===== src/rtl/axil_pkg.sv =====
// =============================================================================
// axil_pkg : shared response codes, engine states and address layout for the
//            AXI4-Lite register slave.
// Rev 1.0
// =============================================================================
`default_nettype none

package axil_pkg;

  typedef logic [1:0] resp_t;

  localparam resp_t RESP_OKAY   = 2'b00;
  localparam resp_t RESP_SLVERR = 2'b10;

  localparam int ADDR_LSB = 2;

  typedef enum logic {
    W_IDLE = 1'b0,
    W_RESP = 1'b1
  } wstate_e;

  typedef enum logic {
    R_IDLE = 1'b0,
    R_DATA = 1'b1
  } rstate_e;

endpackage

`default_nettype wire


===== src/rtl/axil_byte_merge.sv =====
// =============================================================================
// axil_byte_merge : combinational strobe merge of write data into an old word.
// Rev 1.0
// =============================================================================
`default_nettype none

module axil_byte_merge #(
  parameter int DATA_WIDTH = 32
) (
  input  logic [DATA_WIDTH-1:0]   i_old,
  input  logic [DATA_WIDTH-1:0]   i_wdata,
  input  logic [DATA_WIDTH/8-1:0] i_wstrb,
  output logic [DATA_WIDTH-1:0]   o_word
);

  for (genvar b = 0; b < DATA_WIDTH/8; b++) begin : g_byte
    assign o_word[b*8 +: 8] = i_wstrb[b] ? i_wdata[b*8 +: 8] : i_old[b*8 +: 8];
  end

endmodule

`default_nettype wire


===== src/rtl/axil_slave_regs.sv =====
// =============================================================================
// axil_slave_regs : AXI4-Lite slave exposing NUM_REGS 32-bit control registers.
// Optional macro AXIL_SLAVE_REGS_PROT_CHECK_EN rejects non-secure access to reg 0.
// Rev 1.0
// =============================================================================
`default_nettype none

module axil_slave_regs
  import axil_pkg::*;
#(
  parameter int ADDR_WIDTH = 32,
  parameter int DATA_WIDTH = 32,
  parameter int NUM_REGS   = 8
) (
  input  logic                           ACLK,
  input  logic                           ARESETN,
  input  logic                           AWVALID,
  output logic                           AWREADY,
  input  logic [ADDR_WIDTH-1:0]          AWADDR,
  input  logic [2:0]                     AWPROT,
  input  logic                           WVALID,
  output logic                           WREADY,
  input  logic [DATA_WIDTH-1:0]          WDATA,
  input  logic [DATA_WIDTH/8-1:0]        WSTRB,
  output logic                           BVALID,
  input  logic                           BREADY,
  output logic [1:0]                     BRESP,
  input  logic                           ARVALID,
  output logic                           ARREADY,
  input  logic [ADDR_WIDTH-1:0]          ARADDR,
  input  logic [2:0]                     ARPROT,
  output logic                           RVALID,
  input  logic                           RREADY,
  output logic [DATA_WIDTH-1:0]          RDATA,
  output logic [1:0]                     RRESP,
  output logic [NUM_REGS*DATA_WIDTH-1:0] reg_q
);

  localparam int IDX_W  = (NUM_REGS > 1) ? $clog2(NUM_REGS) : 1;
  localparam int STRB_W = DATA_WIDTH/8;

  function automatic logic [IDX_W-1:0] idx_of(input logic [ADDR_WIDTH-1:0] a);
    return a[ADDR_LSB +: IDX_W];
  endfunction

  function automatic logic addr_ok(input logic [ADDR_WIDTH-1:0] a);
    logic [ADDR_WIDTH-1:0] hi;
    logic [31:0]           idx;
    hi  = a >> (ADDR_LSB + IDX_W);
    idx = 32'(a[ADDR_LSB +: IDX_W]);
    return (hi == '0) && (idx < 32'(NUM_REGS));
  endfunction

  // Holds READY low until the first edge after reset release.
  logic                  rdy_en_q;

  wstate_e               wstate_q, wstate_d;
  logic                  aw_held_q, aw_held_d;
  logic [ADDR_WIDTH-1:0] aw_addr_q, aw_addr_d;
  logic [2:0]            aw_prot_q, aw_prot_d;
  logic                  w_held_q, w_held_d;
  logic [DATA_WIDTH-1:0] w_data_q, w_data_d;
  logic [STRB_W-1:0]     w_strb_q, w_strb_d;
  resp_t                 bresp_q, bresp_d;
  logic [DATA_WIDTH-1:0] regs_q [NUM_REGS];
  logic [DATA_WIDTH-1:0] regs_d [NUM_REGS];

  rstate_e               rstate_q, rstate_d;
  logic                  ar_pend_q, ar_pend_d;
  logic [DATA_WIDTH-1:0] rdata_q, rdata_d;
  resp_t                 rresp_q, rresp_d;

  logic [IDX_W-1:0]      wr_idx, rd_idx;
  logic                  wr_prot_err, rd_prot_err;
  logic                  wr_ok, rd_ok;
  logic [DATA_WIDTH-1:0] wr_old, wr_merged, rd_word;
  logic                  awready, wready, arready;
  logic                  unused_bits;

  assign wr_idx = idx_of(aw_addr_q);
  assign rd_idx = idx_of(ARADDR);

`ifdef AXIL_SLAVE_REGS_PROT_CHECK_EN
  assign wr_prot_err = aw_prot_q[1] && (wr_idx == '0);
  assign rd_prot_err = ARPROT[1] && (rd_idx == '0);
`else
  assign wr_prot_err = 1'b0;
  assign rd_prot_err = 1'b0;
`endif

  assign wr_ok = addr_ok(aw_addr_q) && !wr_prot_err;
  assign rd_ok = addr_ok(ARADDR) && !rd_prot_err;

  always_comb begin
    wr_old  = '0;
    rd_word = '0;
    for (int i = 0; i < NUM_REGS; i++) begin
      if (wr_idx == IDX_W'(i)) wr_old  = regs_q[i];
      if (rd_idx == IDX_W'(i)) rd_word = regs_q[i];
    end
  end

  axil_byte_merge #(
    .DATA_WIDTH (DATA_WIDTH)
  ) u_merge (
    .i_old   (wr_old),
    .i_wdata (w_data_q),
    .i_wstrb (w_strb_q),
    .o_word  (wr_merged)
  );

  assign awready = rdy_en_q && (wstate_q == W_IDLE) && !aw_held_q;
  assign wready  = rdy_en_q && (wstate_q == W_IDLE) && !w_held_q;
  assign arready = rdy_en_q && (rstate_q == R_IDLE) && !ar_pend_q;

  always_comb begin
    wstate_d  = wstate_q;
    aw_held_d = aw_held_q;
    aw_addr_d = aw_addr_q;
    aw_prot_d = aw_prot_q;
    w_held_d  = w_held_q;
    w_data_d  = w_data_q;
    w_strb_d  = w_strb_q;
    bresp_d   = bresp_q;
    for (int i = 0; i < NUM_REGS; i++) regs_d[i] = regs_q[i];

    case (wstate_q)
      W_IDLE: begin
        if (AWVALID && awready) begin
          aw_held_d = 1'b1;
          aw_addr_d = AWADDR;
          aw_prot_d = AWPROT;
        end
        if (WVALID && wready) begin
          w_held_d = 1'b1;
          w_data_d = WDATA;
          w_strb_d = WSTRB;
        end
        if (aw_held_q && w_held_q) begin
          wstate_d = W_RESP;
          if (wr_ok) begin
            bresp_d = RESP_OKAY;
            for (int i = 0; i < NUM_REGS; i++) begin
              if (wr_idx == IDX_W'(i)) regs_d[i] = wr_merged;
            end
          end else begin
            bresp_d = RESP_SLVERR;
          end
        end
      end
      W_RESP: begin
        if (BREADY) begin
          wstate_d  = W_IDLE;
          aw_held_d = 1'b0;
          w_held_d  = 1'b0;
        end
      end
    endcase
  end

  // Read data is captured on the AR edge (pre-commit) and presented one edge later.
  always_comb begin
    rstate_d  = rstate_q;
    ar_pend_d = ar_pend_q;
    rdata_d   = rdata_q;
    rresp_d   = rresp_q;

    case (rstate_q)
      R_IDLE: begin
        if (ar_pend_q) begin
          rstate_d  = R_DATA;
          ar_pend_d = 1'b0;
        end else if (ARVALID && arready) begin
          ar_pend_d = 1'b1;
          rdata_d   = rd_ok ? rd_word : '0;
          rresp_d   = rd_ok ? RESP_OKAY : RESP_SLVERR;
        end
      end
      R_DATA: begin
        if (RREADY) rstate_d = R_IDLE;
      end
    endcase
  end

  always_ff @(posedge ACLK or negedge ARESETN) begin
    if (!ARESETN) begin
      rdy_en_q  <= 1'b0;
      wstate_q  <= W_IDLE;
      aw_held_q <= 1'b0;
      aw_addr_q <= '0;
      aw_prot_q <= '0;
      w_held_q  <= 1'b0;
      w_data_q  <= '0;
      w_strb_q  <= '0;
      bresp_q   <= RESP_OKAY;
      rstate_q  <= R_IDLE;
      ar_pend_q <= 1'b0;
      rdata_q   <= '0;
      rresp_q   <= RESP_OKAY;
      for (int i = 0; i < NUM_REGS; i++) regs_q[i] <= '0;
    end else begin
      rdy_en_q  <= 1'b1;
      wstate_q  <= wstate_d;
      aw_held_q <= aw_held_d;
      aw_addr_q <= aw_addr_d;
      aw_prot_q <= aw_prot_d;
      w_held_q  <= w_held_d;
      w_data_q  <= w_data_d;
      w_strb_q  <= w_strb_d;
      bresp_q   <= bresp_d;
      rstate_q  <= rstate_d;
      ar_pend_q <= ar_pend_d;
      rdata_q   <= rdata_d;
      rresp_q   <= rresp_d;
      for (int i = 0; i < NUM_REGS; i++) regs_q[i] <= regs_d[i];
    end
  end

  assign AWREADY = awready;
  assign WREADY  = wready;
  assign ARREADY = arready;
  assign BVALID  = (wstate_q == W_RESP);
  assign BRESP   = bresp_q;
  assign RVALID  = (rstate_q == R_DATA);
  assign RDATA   = rdata_q;
  assign RRESP   = rresp_q;

  for (genvar gi = 0; gi < NUM_REGS; gi++) begin : g_flat
    assign reg_q[gi*DATA_WIDTH +: DATA_WIDTH] = regs_q[gi];
  end

  assign unused_bits = ^{aw_prot_q, ARPROT, aw_addr_q[ADDR_LSB-1:0], ARADDR[ADDR_LSB-1:0]};

endmodule

`default_nettype wire


===== config.mk =====
export PLATFORM = sky130hd
export DESIGN_NAME = axil_slave_regs
export DESIGN_NICKNAME = d
export VERILOG_FILES = /design/src/rtl/axil_pkg.sv /design/src/rtl/axil_byte_merge.sv /design/src/rtl/axil_slave_regs.sv
export SDC_FILE = /design/constraint.sdc
export NUM_CORES = 1
export LEC_CHECK = 0
export ABC_AREA = 1
export BUFFER_PORTS_ARGS = -buffer_cell sky130_fd_sc_hd__buf_2
export CELL_PAD_IN_SITES_DETAIL_PLACEMENT = 1
export CELL_PAD_IN_SITES_GLOBAL_PLACEMENT = 1
export CORE_MARGIN = 2
export CORE_UTILIZATION = 40
export DETAILED_ROUTE_END_ITERATION = 6
export HOLD_SLACK_MARGIN = 0.06
export PLACE_DENSITY = 0.94
export RECOVER_POWER = 25
export SLEW_MARGIN = 20
export SYNTH_ARGS = -nofsm -noshare
export SYNTH_HDL_FRONTEND = slang
export SYNTH_SLANG_ARGS = --single-unit

===== constraint.sdc =====
create_clock -name ACLK -period 2.2 [get_ports ACLK]
set_input_delay 0.33 -clock ACLK [delete_from_list [all_inputs] [get_ports ACLK]]
set_output_delay 0.33 -clock ACLK [all_outputs]
set_load 0.1 [all_outputs]

==> results of run 1 <==
-- power by group through the flow --
stage	Combinational (uW)	Sequential [uW]	Clock, uW
after floorplan	5690	7920	0
after global placement	9430	8030	0
after detailed placement	9860	8120	0
after CTS	10200	8020	7170
after global routing	12800	8200	7440
final	12200	8120	7140
-- path summary, 6_finish.rpt --
path / startpoint / endpoint / slack [ns]
max: aw_addr_q[3] / reg_q[176] / -0.07
min reg2reg: RDATA[1] / RDATA[1] / 0.48
max in group asynchronous: ARESETN / RDATA[16] / 0.26
min in group asynchronous: ARESETN / reg_q[23] / 0.61
min: AWADDR[4] / aw_addr_q[4] / 0.09
max reg2reg: aw_addr_q[3] / reg_q[176] / -0.07
-- per-stage QoR --
stage	area, um^2	power (uW)	setup WS [ns]	TNS [ns]
global route	25060	28480	-0.1170	-9.503
CTS	24210	25360	0.006555	0
global placement	22090	17460	-0.01723	-0.4032
detailed placement	22090	17980	-0.1288	-10.96
finish	25060	27430	-0.07126	-0.7304
floorplan	18810	13600	-0.4412	-18.38
-- registers in the layout, indices dropped and copies added, names as in the netlist --
signal and cells:
BRESP 1, BVALID 1, RDATA 32, RRESP 1, RVALID 1, ar_pend_q 1
aw_addr_q 30, aw_held_q 1, rdy_en_q 1, reg_q 256, w_data_q 32, w_held_q 1
w_strb_q 4
-- routing by layer --
metal  part of all wire, %  routed length, um  up-vias
met2                    46              41130     1055
met5                     0                  0        -
li1                      -                  -     8947
met4                   4.4               3942        0
met3                   9.1               8089      224
met1                    40              35960    10110
-- kinds of logic (layout without fill, tap and decap cells) --
logic type / count (synthesis) / count (layout) / share of synthesized area [%]
other cells: 2 / 5 / 0.04020
compound gates: 248 / 248 / 7.621
mux: 62 / 62 / 3.737
simple gates: 1554 / 1554 / 33.81
buf+inv: 286 / 808 / 6.302
flops: 362 / 362 / 48.49
-- worst reg2reg max path, cell delays in order, from the launching register on --
cell     delay [ns]
dfrtp_2        0.46
inv_4          0.11
nand2_4        0.07
nor2_4         0.28
buf_6          0.21
nand2_1        0.08
nand3_1        0.07
nand2_1        0.10
nand3_1        0.12
nand3_2        0.10
nand2_2        0.10
nand2_1        0.10
nand2_2        0.13
nand2_8        0.11
nand2_1        0.09
nand2_1        0.06
-- cell usage after synthesis, types with 25 or more instances --
cell      number  area share [%]
nand4_1       31             1.0
inv_1        128             2.6
nor2_1       108             2.2
nand2_1     1226              25
dfrtp_1      362              48
a21oi_1      152             4.1
mux2_2        62             3.7
clkbuf_1      71             1.4
buf_2         50             1.3
o21ai_0       34            0.91
nand3_1      120             3.2
o221ai_1      25             1.2
-- cell type report --
type	instances	share of cell area, %
clock inverter	8	0.2946
multi-input combinational	1867	36.36
inverter	147	2.367
clock buffer	65	5.183
antenna	2	0.01997
timing repair buffer	587	16.52
tap	607	3.031
timing repair inverter	1	0.03495
sequential	362	36.19
-- repair_timing --
action,CTS,global route
resized for setup,18,155
pin swaps,1,49
hold endpoints to repair,125,0
endpoints found under the setup margin,242,256
buffers inserted,0,14
cloned,0,9
hold buffers,67,0
==> results.json, run 1 <==
{
  "outcome": "finished, violations left",
  "violations": "negative setup slack",
  "final_cell_mix": "1,152 x nand2_1, 396 x buf_2, 357 x dfrtp_1",
  "synth.avg_cell_area_um2": 7.432,
  "pwr-share-comb_pct": 44.3,
  "worst-path-stages": 15,
  "grt_pass1_vias": 20460,
  "critPathBufInv": 2,
  "grt.total_usage_pct": 34.63,
  "required_ns": 2.66,
  "cp.arrival_ns": 2.73,
  "met1_usage_pct": 46.15,
  "tritoncts": "yes",
  "syn_inst": 2514,
  "period_needed_ns": 2.271,
  "final_common_cell": "nand2_1",
  "synthToLayoutAreaGrowth_pct": 34.13,
  "finalNonFillerCells": 3646,
  "nNetsFinal": 3120,
  "setup_slack_ns": -0.07126,
  "grt_max_degree": 70,
  "htreeDepth": 2,
  "drive_gt1_share_pct": 27.63,
  "route.detailed.drc": 0,
  "power_density_mw_per_mm2": 1094,
  "via_per_inst": 5.578,
  "dp_cells": 3481,
  "worstPathMaxFanout": 8,
  "p_int_uw": 15410,
  "ys_ff_latch": 362,
  "coreArea_mm2": 0.04636,
  "grt_util_met2_pct": 54.95,
  "netlist_area_mm2": 0.01868,
  "drtIter0Drc": 1867,
  "grt_pass1_wl_um": 126800,
  "ant_nets": 0,
  "synth-main-ff-cell": "dfrtp_1",
  "clockBufferDepth": 3,
  "root_buffer": "clkbuf_16",
  "fmax_mhz": 440.3,
  "crit_type": "register to register",
  "antenna_found_initial": 2,
  "worst_setup_path_start_kind": "register",
  "die_h_um": 220.1,
  "wl_um": 89120,
  "ys_seq_area_share_pct": 48.49,
  "grt.busiest_layer": "met2",
  "overflow": 0,
  "critPathSlowestCell": "dfrtp_2",
  "clkTransAtPathRegs_ns": 0.06,
  "hold_violations": 0,
  "grt_setup_unrepaired": "yes",
  "fin_skew_ns": 0.03388,
  "worstMarginPinSlew_ns": 1.431,
  "die_w_um": 220.1,
  "holdPathStages": 3,
  "dieArea_mm2": 0.04845,
  "clock_latency_ns": 0.60,
  "finalSetupViolCount": 31,
  "final.fill_count": 5679,
  "maxCapViolCount": 0,
  "p_clk_share_pct": 26.0,
  "pwr-share-seq_pct": 29.6,
  "worstRegToRegCells": 15,
  "total_leakage_power_uw": 0.01387,
  "numCtsBuffers": 41,
  "crit_chain": "inv_4 -> nand2_4 -> nor2_4 -> buf_6 -> nand2_1 -> nand3_1 -> nand2_1 -> nand3_1 -> nand3_2 -> nand2_2 -> nand2_1 -> nand2_2 -> nand2_8 -> nand2_1 -> nand2_1",
  "synth_cell_types": 33,
  "final_max_slew_viol_count": 0,
  "firstDrtPassIters": 7,
  "use_met3_pct": 8.571,
  "numClockSinks": 362,
  "vias": 20340,
  "switchingPower_uw": 12010,
  "ios": 410,
  "critPathMaxStageDelay_ns": 0.46,
  "synth-async-reset-ratio_pct": 100.0,
  "multiInputGateArea_mm2": 0.009111,
  "holdWs_ns": 0.08795,
  "crit_family": "simple AND/OR/NAND/NOR gates",
  "initial_core_util_pct": 40.30,
  "final_util_pct": 54.06,
  "regArea_mm2": 0.009070,
  "yosysWarnings": 0,
  "slew_headroom_pct": 4.598,
  "hold_class": "input port to register",
  "wire_per_inst_um": 24.44,
  "portBuffers": 397,
  "power.share.switching_pct": 43.80,
  "ir_drop_uv": 776.2,
  "gp_congestion": 0.9175,
  "period_share_pct": 103.2,
  "synth-edff-count": 0,
  "end_kind": "register",
  "row_count": 79,
  "crit_top_cell": "nand2_1",
  "post-dp-hpwl_um": 62350
}
Note: power is estimated with default switching activity, not from simulation.
==> run 2: changes to the inputs <==
--- a/config.mk
+++ b/config.mk
@@ -9,11 +9,10 @@
 export BUFFER_PORTS_ARGS = -buffer_cell sky130_fd_sc_hd__buf_2
 export CELL_PAD_IN_SITES_DETAIL_PLACEMENT = 1
 export CELL_PAD_IN_SITES_GLOBAL_PLACEMENT = 1
-export CORE_MARGIN = 2
 export CORE_UTILIZATION = 40
 export DETAILED_ROUTE_END_ITERATION = 6
 export HOLD_SLACK_MARGIN = 0.06
-export PLACE_DENSITY = 0.94
+export PLACE_DENSITY = 0.89
 export RECOVER_POWER = 25
 export SLEW_MARGIN = 20
 export SYNTH_ARGS = -nofsm -noshare
==> constraint.sdc (replaced) <==
create_clock -name ACLK -period 2.1 [get_ports ACLK]
set_input_delay 0.315 -clock ACLK [delete_from_list [all_inputs] [get_ports ACLK]]
set_output_delay 0.315 -clock ACLK [all_outputs]
set_load 0.1 [all_outputs]
==> run 2 against run 1 <==
The run still ends with negative setup slack left; clock skew decreased by 0.0032 ns; worst hold slack got worse by 0.028 ns; non-clock buffer count increased by 18; wire length increased by 12%; die area decreased by 1.8%; first-iteration DRC count increased by 22%; register-to-register slack got worse by 0.18 ns; count of clock-buffer cells in the layout decreased by 1; critical path type unchanged; critical endpoint is now reg_q[93]; largest cell class unchanged; largest power group unchanged; highest routed layer unchanged.
==> results.json, run 2 (synthesis results as in run 1) <==
{
  "power_density_mw_per_mm2": 1150,
  "row_count": 78,
  "critPathMaxStageDelay_ns": 0.40,
  "antenna_found_initial": 0,
  "clock_latency_ns": 0.61,
  "grt_max_degree": 60,
  "via_per_inst": 5.876,
  "setup_slack_ns": -0.2478,
  "holdPathStages": 4,
  "final_max_slew_viol_count": 0,
  "total_leakage_power_uw": 0.01448,
  "clockBufferDepth": 3,
  "worstRegToRegCells": 10,
  "ios": 410,
  "grt.total_usage_pct": 36.37,
  "root_buffer": "clkbuf_16",
  "period_share_pct": 111.8,
  "tritoncts": "yes",
  "dieArea_mm2": 0.04758,
  "timing.rr.end": "reg_q[93]",
  "initial_core_util_pct": 40.82,
  "end_kind": "register",
  "grt_pass1_wl_um": 130600,
  "die_h_um": 218.1,
  "overflow": 0,
  "clkTransAtPathRegs_ns": 0.06,
  "n_antenna_cell": 0,
  "final_util_pct": 57.56,
  "drive_gt1_share_pct": 31.91,
  "crit_type": "register to register",
  "htreeDepth": 2,
  "hold_class": "input port to register",
  "reg2reg_from": "aw_addr_q[12]",
  "crit_top_cell": "nand2_1",
  "violations": "negative setup slack",
  "vias": 21540,
  "critPathSlowestCell": "dfrtp_1",
  "cp.arrival_ns": 2.87,
  "p_total_uw": 30300,
  "final_cell_mix": "1,052 x nand2_1, 393 x buf_2, 359 x dfrtp_1",
  "crit_family": "simple AND/OR/NAND/NOR gates",
  "pre_cts_ws_ns": -0.1459,
  "final_common_cell": "nand2_1",
  "finalSetupViolCount": 256,
  "outcome": "finished, violations left",
  "min_from": "ARVALID",
  "drtIter0Drc": 2280,
  "fmax_mhz": 425.9,
  "firstDrtPassIters": 6,
  "maxCapViolCount": 0,
  "critPathBufInv": 2,
  "portBuffers": 397,
  "ant_nets": 0,
  "synthToLayoutAreaGrowth_pct": 41.01,
  "hold_end": "RRESP[1]",
  "worst_setup_path_start_kind": "register",
  "setup_tns_ns": -30.79,
  "numCtsBuffers": 42,
  "worstPathMaxFanout": 8,
  "hold_violations": 0,
  "wl_um": 99900,
  "die_w_um": 218.1,
  "gp_congestion": 0.9629,
  "grt_setup_unrepaired": "yes",
  "coreArea_mm2": 0.04577,
  "r2r_slack_ns": -0.25,
  "required_ns": 2.63,
  "period_needed_ns": 2.348,
  "worstMarginPinSlew_ns": 1.461,
  "nNetsFinal": 3147,
  "post-dp-hpwl_um": 60930,
  "wire_per_inst_um": 27.26,
  "crit_chain": "nor2_2 -> nand4_1 -> nand3b_1 -> nor2_4 -> nand2_8 -> nor3_4 -> buf_6 -> clkbuf_16 -> nand2_1 -> nand2_1",
  "numClockSinks": 362,
  "ir_drop_uv": 670.3,
  "fin_skew_ns": 0.03066,
  "slew_headroom_pct": 2.595,
  "largest_reg_flops": 256,
  "route.detailed.drc": 0,
  "grt_pass1_vias": 20690,
  "final.fill_count": 5478
}
## run 2: cell count changes in the layout (fill, tap and decap cells not counted), sizes merged
cell,delta
clkinvlp,-1
clkbuf,+9
inv,+6
bufinv,+5
diode,-2
buf,+7
clkinv,+1
dlygate4sd3,+1
## run 2: where the power goes
part,total [uW],internal (uW),switching (uW)
Clock,8270,4990,3280
Combinational,13500,4380,9170
Sequential,8490,7690,801
## run 2: repair_timing
action | CTS | global route
pin swaps | 14 | 79
buffers inserted | 6 | 20
hold buffers | 68 | 0
endpoints found under the setup margin | 247 | 256
hold endpoints to repair | 111 | 0
cloned | 4 | 28
resized for setup | 74 | 306
## run 2: routing by layer
metal	up-vias	global-route usage, %	wire [um]
met4	0	13.61	6823
met2	1451	56.98	45650
met5	-	0	0
met3	417	7.585	9727
li1	9008	-	-
met1	10660	49.45	37700
## run 2: worst max-delay path by stage
stage / start / to / slack [ns] / depth (start not counted)
after floorplan: RVALID / RDATA[23] / -0.54 / 10
after global placement: aw_addr_q[12] / reg_q[88] / -0.02 / 9
after detailed placement: aw_addr_q[2] / reg_q[51] / -0.15 / 12
after CTS: aw_addr_q[2] / reg_q[65] / -0.03 / 13
after global routing: aw_addr_q[3] / reg_q[214] / -0.31 / 15
final: aw_addr_q[12] / reg_q[93] / -0.25 / 10
## run 2: metrics by stage
stage	std cells	instance area (um^2)	hold WS (ns)
detailed placement	3464	22010	0.2694
global route	3665	26350	0.09518
floorplan	2515	18810	0.01941
finish	3665	26350	0.06011
global placement	3464	22010	0.2644
CTS	3617	24660	0.06332
## run 2: worst min-delay path, cell delays in order
cell,delay [ns]
buf_2,0.09
nand2_2,0.05
inv_2,0.05
o21a_1,0.11
## run 2: cell type report
| type | count | area (um^2) | area share, % |
|---|---|---|---|
| clock buffer | 64 | 1338 | 5.077 |
| clock inverter | 11 | 182.7 | 0.6934 |
| inverter | 147 | 673.1 | 2.555 |
| multi-input combinational | 1867 | 9487 | 36.01 |
| sequential | 362 | 9067 | 34.42 |
| tap | 600 | 750.7 | 2.850 |
| timing repair buffer | 605 | 4746 | 18.01 |
| timing repair inverter | 9 | 101.3 | 0.3847 |
==> run 3: changes to the inputs <==
--- a/config.mk
+++ b/config.mk
@@ -14,6 +14,8 @@
 export HOLD_SLACK_MARGIN = 0.06
 export PLACE_DENSITY = 0.89
 export RECOVER_POWER = 25
+export SETUP_SLACK_MARGIN = 0.1
+export SKIP_CTS_REPAIR_TIMING = 1
 export SLEW_MARGIN = 20
 export SYNTH_ARGS = -nofsm -noshare
 export SYNTH_HDL_FRONTEND = slang
==> run 3 against run 2 <==
The flow still finishes with violations (negative setup slack); sequential cell count stayed put; clock skew is 0.019 ns lower; sequential share of layout area is 0.22 points higher; global-route usage is 1.9 points lower; critical path depth stayed put; utilization is 0.36 points lower; setup slack better by 0.016 ns; register-to-register slack better by 0.02 ns; via count is 1.9% lower.
==> results.json, run 3 (synthesis results as in run 1) <==
{
  "cp.arrival_ns": 2.80,
  "coreArea_mm2": 0.04577,
  "fmax_mhz": 428.8,
  "reg2reg_from": "aw_addr_q[8]",
  "grt.total_usage_pct": 34.52,
  "maxCapViolCount": 0,
  "worstPathMaxFanout": 10,
  "drive_gt1_share_pct": 31.50,
  "slew_headroom_pct": 24.03,
  "largest_reg_flops": 256,
  "grt_pass1_wl_um": 123800,
  "nNetsFinal": 3152,
  "ios": 410,
  "route.detailed.drc": 0,
  "power_density_mw_per_mm2": 1150,
  "worstMarginPinSlew_ns": 1.140,
  "wire_per_inst_um": 26.02,
  "total_leakage_power_uw": 0.01440,
  "multiInputGateArea_mm2": 0.009502,
  "tritoncts": "yes",
  "gp_congestion": 0.9219,
  "final.fill_count": 5513,
  "grt_max_degree": 68,
  "period_needed_ns": 2.332,
  "ir_drop_uv": 864.5,
  "pwr-share-comb_pct": 45.6,
  "final_cell_mix": "1,087 x nand2_1, 397 x buf_2, 358 x dfrtp_1",
  "crit_start": "aw_addr_q[8]",
  "die_h_um": 218.1,
  "worst_setup_path_start_kind": "register",
  "violations": "negative setup slack",
  "p_total_uw": 30120,
  "worstRegToRegCells": 10,
  "portBuffers": 397,
  "via_per_inst": 5.751,
  "crit_type": "register to register",
  "hold_end": "aw_addr_q[2]",
  "grt_setup_unrepaired": "yes",
  "holdWs_ns": 0.04138,
  "dp_cells": 3483,
  "setup_tns_ns": -24.61,
  "holdPathStages": 3,
  "pwr-share-seq_pct": 28.2,
  "timing.rr.end": "reg_q[73]",
  "regArea_mm2": 0.009069,
  "power.share.switching_pct": 43.76,
  "initial_core_util_pct": 40.82,
  "die_w_um": 218.1,
  "min_from": "AWADDR[2]",
  "p_clk_share_pct": 26.2,
  "setup_slack_ns": -0.2323,
  "switchingPower_uw": 13180,
  "end_kind": "register",
  "drtIter0Drc": 2143,
  "htreeDepth": 2,
  "pre_cts_ws_ns": -0.1601,
  "outcome": "finished, violations left",
  "overflow": 0,
  "final_max_slew_viol_count": 0,
  "vias": 21120,
  "wl_um": 95550,
  "clockBufferDepth": 3,
  "p_int_uw": 16940,
  "clock_latency_ns": 0.59,
  "finalSetupViolCount": 247,
  "numCtsBuffers": 41,
  "final_common_cell": "nand2_1",
  "hold_violations": 0,
  "grt_pass1_vias": 19940,
  "root_buffer": "clkbuf_16",
  "period_share_pct": 111.1,
  "ant_nets": 0,
  "hold_class": "input port to register",
  "r2r_slack_ns": -0.23,
  "firstDrtPassIters": 5,
  "clkTransAtPathRegs_ns": 0.07,
  "row_count": 78,
  "antenna_found_initial": 3,
  "fin_skew_ns": 0.01206,
  "finalNonFillerCells": 3672,
  "numClockSinks": 362,
  "required_ns": 2.57,
  "dieArea_mm2": 0.04758,
  "post-dp-hpwl_um": 62040,
  "synthToLayoutAreaGrowth_pct": 40.14
}
[run 3: cell types whose count changed in the layout (fill, tap and decap cells not counted), sizes merged, moves of 5 or more]
cell	delta
buf	+14
clkbuf	-7
clkinv	+5
inv	-5
[run 3: final cells by class]
type | count | area share, %
Tap cell | 600 | 2.867
Antenna cell | 2 | 0.01911
Clock buffer | 57 | 4.616
Timing Repair inverter | 3 | 0.1195
Clock inverter | 17 | 0.8458
Inverter | 147 | 2.303
Multi-Input combinational cell | 1867 | 36.29
Sequential cell | 362 | 34.64
Timing Repair Buffer | 617 | 18.30
[run 3: power by group through the flow]
stage                     logic (uW)  registers [uW]  clock network [uW]
after floorplan                 5960            8300                   0
after global placement         10400            8400                   0
after detailed placement       10800            8480                   0
after CTS                      10900            8360                7840
after global routing           14300            8540                8160
final                          13700            8480                7890
[run 3: worst max-delay path by stage]
stage | cells after the start | endpoint
3_3_place_gp | 12 | reg_q[60]
2_1_floorplan | 10 | RDATA[23]
6_report | 10 | reg_q[73]
4_1_cts | 13 | reg_q[234]
3_5_place_dp | 13 | reg_q[138]
5_1_grt | 9 | reg_q[73]
[run 3: per-layer routing]
metal  routed length (um)  vias to the layer above  track usage, %
li1                     -                     8995               -
met1                37480                    10640           47.99
met2                44140                     1170           53.24
met3                 8350                      309           7.627
met4                 5576                        2           11.19
met5                   11                        -               0
[run 3: critical path, cell delays in order, from the launching register on]
cell and delay (ns):
dfrtp_1 0.40, nor2_1 0.15, nand4_1 0.13, nand3b_1 0.26
nor2_4 0.28, nand2_8 0.15, nor3_4 0.33, inv_4 0.13
clkbuf_16 0.20, nand2_1 0.09, nand2_1 0.07
[run 3: metrics by stage]
stage | util, % | instance area, um^2
finish | 57.20 | 26180
global route | 57.20 | 26180
CTS | 51.72 | 23670
detailed placement | 48.59 | 22240
global placement | 48.59 | 22240
floorplan | - | 18820
